$ cat src/rtl/half_adder.sv
// Half adder: the basic propagate/generate cell.
// s is the XOR of the two inputs, c is their AND. Purely combinational.
module half_adder (
  input  logic x,
  input  logic y,
  output logic s,
  output logic c
);

  assign s = x ^ y;
  assign c = x & y;

endmodule

$ cat src/rtl/full_adder_1_bit.sv
// One-bit full adder with registered outputs and an optional serial mode.
//
// Plain mode (ser_mode=0):
//   - The carry-in comes from cin.
//
// Serial mode (ser_mode=1):
//   - The carry comes from an internal carry register, so that LSB-first
//     bit streams can be added one bit per en cycle.
//   - start=1 marks the first bit of a word. On that bit the carry is taken
//     from cin instead, which restarts the chain.
//
// The combinational sum/cout never depend on clk or rst. Every register lives
// in the single clocked process at the bottom of this file.
module full_adder_1_bit #(
  parameter logic CARRY_INIT = 1'b0
) (
  input  logic clk,
  input  logic rst,
  input  logic a,
  input  logic b,
  input  logic cin,
  input  logic ser_mode,
  input  logic start,
  input  logic en,
  output logic sum,
  output logic cout,
  output logic sum_q,
  output logic cout_q,
  output logic valid_q
);

  logic c_eff;
  logic prop;
  logic gen0;
  logic gen1;

  logic carry_q;
  logic carry_d;
  logic sum_d;
  logic cout_d;
  logic valid_d;

  // Choose the carry: cin in plain mode or on a word start, otherwise the
  // carry register.
  always_comb begin
    c_eff = cin;
    if (ser_mode && !start) begin
      c_eff = carry_q;
    end else begin
      c_eff = cin;
    end
  end

  // First half adder: propagate (a^b) and generate (a&b).
  half_adder u_ha0 (
    .x (a),
    .y (b),
    .s (prop),
    .c (gen0)
  );

  // Second half adder: fold the effective carry into the propagate term.
  half_adder u_ha1 (
    .x (prop),
    .y (c_eff),
    .s (sum),
    .c (gen1)
  );

  assign cout = gen0 | gen1;

  // Next-state logic.
  // en captures the current sum/cout and chains the carry forward.
  // Without en, every register holds its value except valid, which drops.
  always_comb begin
    sum_d   = sum_q;
    cout_d  = cout_q;
    carry_d = carry_q;
    valid_d = 1'b0;
    if (en) begin
      sum_d   = sum;
      cout_d  = cout;
      carry_d = cout;
      valid_d = 1'b1;
    end else begin
      valid_d = 1'b0;
    end
  end

  // State register. The synchronous reset wins over en and start, so any
  // serial word in progress is abandoned.
  always_ff @(posedge clk) begin
    if (rst) begin
      sum_q   <= 1'b0;
      cout_q  <= 1'b0;
      valid_q <= 1'b0;
      carry_q <= CARRY_INIT;
    end else begin
      sum_q   <= sum_d;
      cout_q  <= cout_d;
      valid_q <= valid_d;
      carry_q <= carry_d;
    end
  end

endmodule

$ cat config.mk
export PLATFORM = sky130hd
export DESIGN_NAME = full_adder_1_bit
export DESIGN_NICKNAME = d
export VERILOG_FILES = /design/src/rtl/half_adder.sv /design/src/rtl/full_adder_1_bit.sv
export SDC_FILE = /design/constraint.sdc
export NUM_CORES = 1
export LEC_CHECK = 0
export ABC_AREA = 1
export CELL_PAD_IN_SITES_DETAIL_PLACEMENT = 2
export CELL_PAD_IN_SITES_GLOBAL_PLACEMENT = 2
export CORE_UTILIZATION = 12
export CTS_CLUSTER_DIAMETER = 80
export DETAILED_ROUTE_END_ITERATION = 16
export MAX_ROUTING_LAYER = met4
export PLACE_DENSITY = 0.64
export SLEW_MARGIN = 20
export SYNTH_ARGS = -nofsm -noshare
export SYNTH_HDL_FRONTEND = slang
export SYNTH_SLANG_ARGS = --single-unit
$ cat constraint.sdc
create_clock -name clk -period 2.2 [get_ports clk]
set_clock_uncertainty 0.15 [all_clocks]
set_input_delay 0.66 -clock clk [delete_from_list [all_inputs] [get_ports clk]]
set_output_delay 0.66 -clock clk [all_outputs]
set_load 0.02 [all_outputs]
==> impl_metrics.csv <==
group,metric,value,unit
worst_hold_path,hp-class,"reg2reg",
sta,slew_violations,0,
job,drv_cap,0,
setup_path,cp_slowest_cell,"fa_1",
routing,drc_errors,0,
sta,tightest_slew,226,ps
clocking,numCtsBuffers,3,
clocking,clockBufferDepth,2,
sta,rsz0062_at_grt,"yes",
power_and_ir_drop,p_leak,0.000199,uW
outcome,violations,"setup timing",
layout,nets,57,
routing,finalWirelength,637,um
setup_path,cp.required,1390,ps
grt,first_global_vias,245,
power_and_ir_drop,power_frac_clock,39.8,%
setup_path,cp_max_fo,2,
layout,final_cells,61,
floorplan,die_h,39.0,um
layout,diodes,0,
power_and_ir_drop,p_switching,71.7,uW
layout,drive_gt1_share,40.4,%
clocking,cts_hold_buf,0,
sta,layout_min_cycle_time,2440,ps
layout,post-route-util,30.7,%
logic_synthesis,avgSynthCellArea,6.30,um2
grt,grt_use_total,10.7,%
sta,hold_ws,340,ps
floorplan,die_area,0.00152,mm2
logic_synthesis,netlist_area,164,um2
power_and_ir_drop,pwr_density_cell,679,mW/mm2
sta,hold_violations,0,
setup_path,cp_slowest_stage_delay,530,ps
setup_path,endpoint_kind,"output pin",
power_and_ir_drop,ir_drop,0.200,mV
setup_path,start_kind,"primary input",
floorplan,start_util,13.8,%
placement,placedCellCount,55,
power_and_ir_drop,p_int,176,uW
routing,viasPerCell,3.74,
logic_synthesis,synth_seq_area_share,36.6,%
floorplan,die_w,39.0,um
clocking,path_clk_slew,40,ps
logic_synthesis,synth_nets,35,
logic_synthesis,ys_seq_elements,3,
power_and_ir_drop,p_sw_share,29.0,%
logic_synthesis,syn_inst,26,
sta,slew_headroom,84.9,%
sta,period_share,111,%
placement,dp_hpwl,487,um
routing,routedWlPerCell,10.4,um
clocking,cts.sink_count,3,
clocking,h-tree-depth,1,
routing,firstDrtPassIters,1,
routing,drtAntennaViolNets,0,
sta,setup_ws,-245,ps
outcome,outcome,"finished, violations left",
grt,antenna_found_initial,0,
floorplan,core,0.00119,mm2
sta,fmax,0.409,GHz
placement,gp_congestion,0.550,
floorplan,row_count,12,
power_and_ir_drop,p_seq_share,24.5,%
grt,grt_start_max_net_pins,6,
clocking,root_buffer,"clkbuf_4",
routing,first_iter_violations,0,
grt,grt_pass1_wl,924,um
layout,syn_to_final_growth,122,%
floorplan,io_pins,13,
sta,setup_viol,2,
setup_path,worstPathCellList,"buf_6, inv_4, nand2_2, nand2_2, nand2_2, fa_1, inv_2, buf_6",
logic_synthesis,post_synth_num_cell_types,6,
setup_path,critPathKind,"in2out",
clocking,cts_tree,"done",
grt,grt_overflow,0,
clocking,clk_latency,240,ps
setup_path,critPathMostFrequentCell,"nand2_2",
routing,dr_total_vias,228,
logic_synthesis,yosys_warnings,0,
placement,portBuffers,12,
power_and_ir_drop,combPwrFrac,35.7,%
setup_path,worstPathArrival,1630,ps
## path summary, 6_finish.rpt
path	startpoint	to	slack, ps	depth (start not counted)
max	start	sum	-240	8
min	sum_q	sum_q	340	2
max reg2reg	carry_q	sum_q	400	10
min reg2reg	sum_q	sum_q	340	2
## cell usage after synthesis (all sizes together)
library cell  instances  share of area, %
dfxtp                 3                37
fa                    1                12
inv                   9                21
nand2                 7                16
nand3                 1               3.1
nor2                  5                11
## cell families after synthesis
family / synth area share (%)
and+or+nand+nor: 30.5
adders and majority gates: 12.2
buffers and inverters: 20.6
DFF: 36.6
## metrics by stage
stage               power (uW)  setup TNS (ps)  setup slack, ps  instance area (um2)
CTS                        248            -497             -297                  348
detailed placement         139           -2380            -1080                  324
finish                     247            -366             -245                  364
global route               264            -475             -300                  364
floorplan                 92.0           -27.8            -27.8                  164
global placement           136           -2140            -1040                  324
## cell usage in the layout, fill, tap and decap left out, types with 3 or more instances in the layout
cell | netlist | layout
nor2_1 | 5 | 5
clkbuf_4 | 0 | 3
nand2_2 | 0 | 3
clkdlybuf4s50_1 | 0 | 5
inv_1 | 9 | 6
buf_4 | 0 | 6
nand2_1 | 7 | 4
dfxtp_1 | 3 | 3
## layer usage
metal,track usage [%],vias to the layer above,wire length [um]
met4,12.9,0,16
met1,7.22,102,197
met5,-,-,0
met3,3.47,2,38
met2,19.2,13,385
li1,-,111,-
## repair_timing
action / CTS / global route
setup endpoints to repair: 3 / 2
hold endpoints to repair: 0 / 0
gates resized for setup: 26 / 5
buffers inserted: 1 / 1
gates cloned: 0 / 0
pin swaps: 3 / 3
## flip-flops by register name, summed over array words and instances, names as in the netlist
| register | count |
|---|---|
| valid_q | 1 |
| carry_q | 1 |
| sum_q | 1 |
## worst max-delay path: cells and delay by family
family | cells | cell delay (ps)
adder cells (fa/ha/maj) | 1 | 530
buffers and inverters | 4 | 300
AND/OR/NAND/NOR | 3 | 140
## final cells by class
class	instances	area [um2]
multi-input cells	14	77.6
clock buffers	4	26.3
flip-flops and latches	3	60.1
fillers	155	822
well taps	14	17.5
inverters	9	36.3
repair buffers	17	146
## power groups by stage
stage / registers [uW] / clock network, uW / logic (uW)
2_1_floorplan: 66.9 / 0 / 25.1
3_3_place_gp: 61.5 / 0 / 74.4
3_5_place_dp: 61.4 / 0 / 77.7
4_1_cts: 60.6 / 105 / 82.0
5_1_grt: 61.0 / 107 / 95.8
6_report: 60.6 / 98.5 / 88.2
Power figures use the tool's default switching activity.
